--- src/rtl/muldiv_sequencer.sv ---
// muldiv_sequencer
// Control sequencer for the shared operand ROM / ALU datapath. Fetches A and B
// from two consecutive ROM words, then forms A*B by repeated addition or A/B by
// repeated subtraction, issuing one ALU operation per cycle.
// Optional feature macro: SEQ_DIV_EN
//   defined   -> divide path is built (op=1 divides, B==0 flags err)
//   undefined -> divide path is not built; op=1 finishes early with err=1
module muldiv_sequencer #(
    parameter int DW  = 16,
    parameter int OPW = 8,
    parameter int AW  = 9
) (
    input  logic           i_clk,
    input  logic           i_rst,
    input  logic           i_start,
    input  logic           i_op,
    input  logic [AW-1:0]  i_base_addr,
    output logic           o_busy,
    output logic           o_done,
    output logic           o_err,
    output logic [AW-1:0]  o_rom_addr,
    input  logic [OPW-1:0] i_rom_data,
    output logic [DW-1:0]  o_alu_a,
    output logic [DW-1:0]  o_alu_b,
    output logic           o_alu_op,
    input  logic [DW-1:0]  i_alu_y,
    output logic [DW-1:0]  o_result,
    output logic [DW-1:0]  o_remainder,
    output logic [DW-1:0]  o_iter_count
);

    typedef enum logic [2:0] {
        S_IDLE = 3'd0,
        S_FA   = 3'd1,
        S_FB   = 3'd2,
        S_LB   = 3'd3,
        S_EX   = 3'd4,
        S_DN   = 3'd5
    } state_t;

    state_t          r_state;
    state_t          w_state_next;

    logic            r_op;
    logic [AW-1:0]   r_base;
    logic [DW-1:0]   r_a;
    logic [DW-1:0]   r_acc;
    logic [DW-1:0]   r_cnt;
    logic [DW-1:0]   r_iter;
    logic            r_err;
    logic [DW-1:0]   r_result;
    logic [DW-1:0]   r_remainder;
    logic [DW-1:0]   r_iter_count;
`ifdef SEQ_DIV_EN
    logic [DW-1:0]   r_b;
    logic [DW-1:0]   r_q;
`endif

    logic [AW-1:0]   w_rom_addr;
    logic [DW-1:0]   w_alu_a;
    logic [DW-1:0]   w_alu_b;
    logic            w_alu_op;
    logic            w_alu_fire;
    logic [DW-1:0]   w_rom_ext;

    // ROM words are unsigned operands, zero-extended to the ALU width
    assign w_rom_ext = {{(DW-OPW){1'b0}}, i_rom_data};

    // State register; reset aborts any operation straight back to IDLE
    always_ff @(posedge i_clk) begin
        if (i_rst) begin
            r_state <= S_IDLE;
        end else begin
            r_state <= w_state_next;
        end
    end

    // Next-state logic plus the ROM address and ALU control decoded from state
    always_comb begin
        w_state_next = r_state;
        w_rom_addr   = '0;
        w_alu_a      = '0;
        w_alu_b      = '0;
        w_alu_op     = 1'b0;
        w_alu_fire   = 1'b0;
        case (r_state)
            S_IDLE: begin
                if (i_start) begin
                    w_state_next = S_FA;
                end
            end
            S_FA: begin
                w_rom_addr   = r_base;
                w_state_next = S_FB;
            end
            S_FB: begin
                // Address arithmetic is AW bits wide, so base+1 wraps naturally
                w_rom_addr   = r_base + AW'(1);
                w_state_next = S_LB;
            end
            S_LB: begin
                if (r_op) begin
`ifdef SEQ_DIV_EN
                    w_state_next = (i_rom_data == '0) ? S_DN : S_EX;
`else
                    w_state_next = S_DN;
`endif
                end else begin
                    w_state_next = S_EX;
                end
            end
            S_EX: begin
                if (r_op) begin
`ifdef SEQ_DIV_EN
                    // Last EX cycle is a pure compare: no ALU op is issued
                    if (r_acc < r_b) begin
                        w_state_next = S_DN;
                    end else begin
                        w_alu_a    = r_acc;
                        w_alu_b    = r_b;
                        w_alu_op   = 1'b1;
                        w_alu_fire = 1'b1;
                    end
`else
                    w_state_next = S_DN;
`endif
                end else begin
                    if (r_cnt == '0) begin
                        w_state_next = S_DN;
                    end else begin
                        w_alu_a    = r_acc;
                        w_alu_b    = r_a;
                        w_alu_op   = 1'b0;
                        w_alu_fire = 1'b1;
                    end
                end
            end
            S_DN: begin
                // start in this cycle is deliberately not looked at
                w_state_next = S_IDLE;
            end
            default: begin
                w_state_next = S_IDLE;
            end
        endcase
    end

    // Datapath: operand capture, accumulation, and result load on entry to DN
    always_ff @(posedge i_clk) begin
        if (i_rst) begin
            r_op         <= 1'b0;
            r_base       <= '0;
            r_a          <= '0;
            r_acc        <= '0;
            r_cnt        <= '0;
            r_iter       <= '0;
            r_err        <= 1'b0;
            r_result     <= '0;
            r_remainder  <= '0;
            r_iter_count <= '0;
`ifdef SEQ_DIV_EN
            r_b          <= '0;
            r_q          <= '0;
`endif
        end else begin
            case (r_state)
                S_IDLE: begin
                    if (i_start) begin
                        r_op   <= i_op;
                        r_base <= i_base_addr;
                        r_err  <= 1'b0;
                    end
                end
                S_FB: begin
                    r_a <= w_rom_ext;
                end
                S_LB: begin
                    r_iter <= '0;
                    if (r_op) begin
`ifdef SEQ_DIV_EN
                        r_b   <= w_rom_ext;
                        r_acc <= r_a;
                        r_q   <= '0;
                        if (i_rom_data == '0) begin
                            r_err        <= 1'b1;
                            r_result     <= '0;
                            r_remainder  <= r_a;
                            r_iter_count <= '0;
                        end
`else
                        r_acc        <= '0;
                        r_err        <= 1'b1;
                        r_result     <= '0;
                        r_remainder  <= '0;
                        r_iter_count <= '0;
`endif
                    end else begin
                        r_acc <= '0;
                        r_cnt <= w_rom_ext;
                    end
                end
                S_EX: begin
                    if (w_alu_fire) begin
                        r_acc  <= i_alu_y;
                        r_iter <= r_iter + DW'(1);
                        if (r_op) begin
`ifdef SEQ_DIV_EN
                            r_q <= r_q + DW'(1);
`endif
                        end else begin
                            r_cnt <= r_cnt - DW'(1);
                        end
                    end else begin
                        r_iter_count <= r_iter;
                        if (r_op) begin
`ifdef SEQ_DIV_EN
                            r_result    <= r_q;
                            r_remainder <= r_acc;
`endif
                        end else begin
                            r_result    <= r_acc;
                            r_remainder <= '0;
                        end
                    end
                end
                default: begin
                end
            endcase
        end
    end

    assign o_busy       = (r_state != S_IDLE);
    assign o_done       = (r_state == S_DN);
    assign o_err        = r_err;
    assign o_rom_addr   = w_rom_addr;
    assign o_alu_a      = w_alu_a;
    assign o_alu_b      = w_alu_b;
    assign o_alu_op     = w_alu_op;
    assign o_result     = r_result;
    assign o_remainder  = r_remainder;
    assign o_iter_count = r_iter_count;

endmodule
--- config.mk ---
export PLATFORM = sky130hd
export DESIGN_NAME = muldiv_sequencer
export DESIGN_NICKNAME = d
export VERILOG_FILES = /design/src/rtl/muldiv_sequencer.sv
export SDC_FILE = /design/constraint.sdc
export NUM_CORES = 1
export LEC_CHECK = 0
export ABC_CLOCK_PERIOD_IN_PS = 5670
export CELL_PAD_IN_SITES_DETAIL_PLACEMENT = 1
export CELL_PAD_IN_SITES_GLOBAL_PLACEMENT = 1
export CORE_UTILIZATION = 38
export DETAILED_ROUTE_END_ITERATION = 8
export HOLD_SLACK_MARGIN = 0.15
export PLACE_DENSITY_LB_ADDON = 0.15
export SLEW_MARGIN = 20
export SYNTH_ARGS = -nofsm -noshare
export SYNTH_HDL_FRONTEND = slang
export SYNTH_SLANG_ARGS = --single-unit
--- constraint.sdc ---
create_clock -name i_clk -period 5.67 [get_ports i_clk]
set_input_delay 1.701 -clock i_clk [delete_from_list [all_inputs] [get_ports i_clk]]
set_output_delay 1.701 -clock i_clk [all_outputs]
set_load 0.01 [all_outputs]
======== Word-level counts from Yosys, hierarchy flattened ========
Cells that the tools add are included.
Widths: inputs -> output; s select.
storage, ports and cells
  word-level logic and storage cells ...... 73
  bits in registers ....................... 118
  input bits .............................. 37
operators by class
  equality and inequality tests ........... 12
  reductions and logical operators ........ 12
  $add $sub $neg .......................... 3
  mux-type cells .......................... 35
operators with widths
  cell                   count
  $mux 16                14
  $pmux 16 s2            6
  $mux 8                 3
  $pmux 9 s2             1
  $add 16x1->16 const B  1
  $logic_not 16->1       1
  $sub 16x1->16 const B  1
  $pmux 3 s5             1
  $ne 2x2->1 const B     6
  $add 9x1->9 const B    1
  $mux 3                 3
  $reduce_and 4->1       2
  $eq 3x2->1 const B     2
  $eq 3x3->1 const B     2
  $mux 1                 6
  $reduce_and 2->1       3
  $reduce_and 3->1       2
  $reduce_bool 2->1      2
  $eq 3x1->1 const B     1
  $logic_not 3->1        1
  $ne 3x3->1 const B     1
  $reduce_bool 3->1      1
  $pmux 1 s2             1

======== Logic depth before layout (Yosys ltp) ========
  depth in word-level cells ............... 6
  mapped depth ............................ 9
  mapped depth without buffers ............ 7

======== Worst setup path before layout ========
OpenSTA, ideal clock, no wires.
  path type ............................... register -> output
  start point ............................. reg r_cnt[0]
  end point ............................... out o_alu_a[0]
  path slack .............................. 2.273 ns
  buffers on the path ..................... 2
  cell stages (with the launch flop) ...... 8
  data arrival time ....................... 1.696 ns
  cell sequence ........................... dfxtp_1 -> inv_1 -> ha_1 -> nor3b_2 -> nand4_2 -> clkbuf_1 -> clkbuf_1 -> and3_1
between the ends
  longest elaborated chain between the ends .. 4
ends and longest elaborated chain
  element                   RTL line  text
  start: declaration        48        logic [DW-1:0] r_cnt;
  start signal: assignment  199       r_cnt <= w_rom_ext;
  start signal: assignment  211       r_cnt <= r_cnt - DW'(1);
  $logic_not 16->1          128       if (r_cnt == '0) begin
  $mux 16                   128
  $mux 16                   113       if (r_op) begin
  $mux 16                   86        case (r_state)
  end: declaration          23        output logic [DW-1:0] o_alu_a,
No other way between the ends.

======== Worst setup path after layout ========
  start point ............................. reg r_cnt[0]
  end point ............................... out o_alu_a[4]
The elaborated chain is that of the path after synthesis.

==> metrics.md <==
| Metric | Value |
|---|---|
| Top-level port count | 130 |
| Fin nets | 741 |
| Area Overhead vs Synth | 27.7% |
| Post-synthesis sequential area ratio | 0.421 |
| Chip height | 115 µm |
| CTS Buf Count | 9 |
| Relative slew margins | 0.418 |
| Post-CTS sizing | 0 |
| Skew final | 8.66 ps |
| CTS tree | yes |
| Unrepaired setup endpoints after global routing | no |
| Hold buffer count at cts | 0 |
| CP Capture Type | primary output |
| Sequential power share | 0.469 |
| Iteration-0 DRC Markers | 195 |
| TritonRoute pass-1 iters | 4 |
| Final hold vios | 0 |
| Starting Density | 0.397 |
| Filler Cell Count | 1,517 |
| Worst Hold Class | flop to flop |
| Final ANT Viol Nets | 0 |
| Post-synth EDFFs | 0 |
| DP Area | 5870 µm² |
| Gpl congestion | 0.797 |
| Clock sink count | 102 |
| Status | finished clean |
| Synth Area in Simple Gates | 0.287 |
| Yosys reg bits | 102 |
| Switching pwr | 0.419 mW |
| Power per cell area | 259 nW/µm² |
| Drt via density | 5.35 |
| Final Cycle Share | 0.845 |
| Post-route setup slack | 879 ps |
| Sequential Area | 2040 µm² |
| Vias in the first global route | 4,748 |
| Max Cap Viol | 0 |
| Cells along the critical path | inv_1, ha_1, nor3b_2, nand4_2, and3_1, clkdlybuf4s50_1 |
| Net Sw Frac | 0.262 |
| Critical Path RT | 3970 ps |
| CTS root buffer | clkbuf_16 |
| Worst-path clk slew | 70 ps |
| Fmax | 209 MHz |
| Die area | 13,200 µm² |
| Most numerous cell in the Yosys netlist | nand2_1 |
| Area share of the largest cell type after synthesis | 0.421 |
| Share of cells above drive strength 1 | 0.0567 |
| Synthesized area per cell | 7.78 µm² |
| Drt total wl | 14,700 µm |
| Chip Width | 115 µm |
| Final setup fails | 0 |
| Later-pin clock latency in the skew report | 350 ps |
| FP Rows | 40 |
| GRT Overall Usage | 0.233 |
| Crit path time final | 4790 ps |
| Wire per inst | 16.8 µm |
| Top FF cell, synth | dfxtp_1 |
| Area leader, netlist | dfxtp_1 |
| Initial antenna violation count | 0 |
| First-pass GRT wire length | 24,200 µm |
| Largest net degree at the start of global routing | 52 |
| Compound-Gate Fraction of Synth Area | 0.171 |
| Comb pwr share | 0.113 |
| Synth warnings | 0 |
| Critical path peak fanout | 31 |
| Worst-Margin Slew | 870 ps |
| Dpl ws | 1260 ps |
| Setup CP Type | flop to primary output |
| Htree depth | 3 |
| Slowest CP cell | nand4_2 |
| Routed vias | 4,678 |
| Mapped Area | 4850 µm² |
| N_diodes | 0 |
| Synth top cells by count | nand2_1, dfxtp_1, a21oi_1 |
| Port bufs | 104 |
| Final Max Tran Viols | 0 |
| Largest family of logic cells by synthesized area | simple AND/OR/NAND/NOR gates |
| VDD IR max | 0.000113 V |
| Syn Inst Count | 623 |
| Post-CTS Setup Bufs | 0 |
| Worst Setup Start Kind | flop |
| CTS Buffer Depth | 2 |
| Core Box Area | 12,200 µm² |
| Fin area | 6190 µm² |
| Clock power share | 0.418 |
| Largest cells by area after synthesis | dfxtp_1, a21oi_1, nand2_1, nand3_1, and3_1 |
| Mux share of post-synthesis cell area | 0 |
| Pleak | 2.18 nW |
| Multi-input gate area | 2500 µm² |
| Worst path max stage delay | 750 ps |
| Synth Area in XOR/XNOR | 0.0289 |
| Sum Neg Setup Slack | 0 ps |
| Unique cell type count in the Yosys netlist | 52 |
| Pint | 1.18 mW |
| Critical Path AT | 3090 ps |
| DR DRC count | 0 |
| Grt ovf | 0 |
| Asr flop ratio synth | 0 |
| Adder-cell share of the synthesized area | 0.00775 |
| DPL Wire Length | 9900 µm |
[cells in the final DEF, fill, tap and decap left out, types with 4 or more instances in the layout]
| master | n |
|---|---|
| a211oi_1 | 5 |
| a21oi_1 | 90 |
| and3_1 | 31 |
| buf_4 | 7 |
| clkbuf_16 | 9 |
| clkdlybuf4s50_1 | 103 |
| conb_1 | 25 |
| dfxtp_1 | 102 |
| inv_1 | 8 |
| nand2_1 | 112 |
| nand3_1 | 56 |
| nand4_1 | 7 |
| nor2_1 | 25 |
| nor3_1 | 8 |
| nor4_1 | 6 |
| o21ai_0 | 18 |
| o21ai_1 | 9 |
| o31ai_1 | 4 |
| or3_1 | 9 |
| xnor2_1 | 12 |
| xor2_1 | 4 |
[area by class of cell]
type	instances	area share
clock inverter	6	0.0140
tap	168	0.0340
sequential	102	0.330
clock buffer	10	0.0370
timing repair buffer	111	0.176
multi-input combinational	469	0.404
inverter	8	0.00485
[power by group through the flow]
stage | combinational (mW) | sequential, mW | clock (mW)
2_1_floorplan | 0.129 | 0.755 | 0
3_3_place_gp | 0.178 | 0.765 | 0
3_5_place_dp | 0.182 | 0.767 | 0
4_1_cts | 0.183 | 0.750 | 0.682
5_1_grt | 0.200 | 0.753 | 0.708
6_report | 0.181 | 0.750 | 0.668
[flip-flops by register name, summed over array words and instances, names as in the netlist]
register	cells
r_base	9
o_err	1
r_state	3
o_iter_count	16
o_result	16
r_a	8
r_cnt	16
r_iter	16
r_acc	16
r_op	1
[per-stage QoR]
stage	cells	power, mW	hold WS (ps)	utilization
floorplan	647	0.884	432	-
global placement	858	0.943	439	0.481
detailed placement	858	0.948	450	0.481
CTS	874	1.61	460	0.507
global route	874	1.66	479	0.507
finish	874	1.60	456	0.507
[critical path, delay by kind of cell, from the launching register on]
kind                       cells  cell delay [ps]
adders and majority gates      1              180
buffers and inverters          2              580
and+or+nand+nor                3             1630
DFF                            1              340
[routing by layer]
metal  GRT usage  routed length [µm]  up-vias  part of all wire
li1            -                   -     2276                 -
met1       0.297                6640     2283              0.45
met2       0.388                7090      103              0.48
met3      0.0538                 737       16             0.050
met4      0.0771                 211        0             0.014
met5           0                   0        -                 0
[path summary, 6_finish.rpt]
path	from	cells after the start	slack, ps	to
setup / recovery	r_cnt[0]	6	880	o_alu_a[4]
hold reg to reg	o_result[13]	2	460	o_result[13]
hold / removal	o_result[13]	2	460	o_result[13]
setup reg to reg	r_cnt[0]	8	2450	r_cnt[0]
[cells by family after synthesis]
group,after synthesis
AOI/OAI and AO/OA,146
xor gates and xnor gates,16
adders and majority gates,3
buffers and inverters,76
DFF,102
other,1
and+or+nand+nor,279
Power figures use the tool's default switching activity.
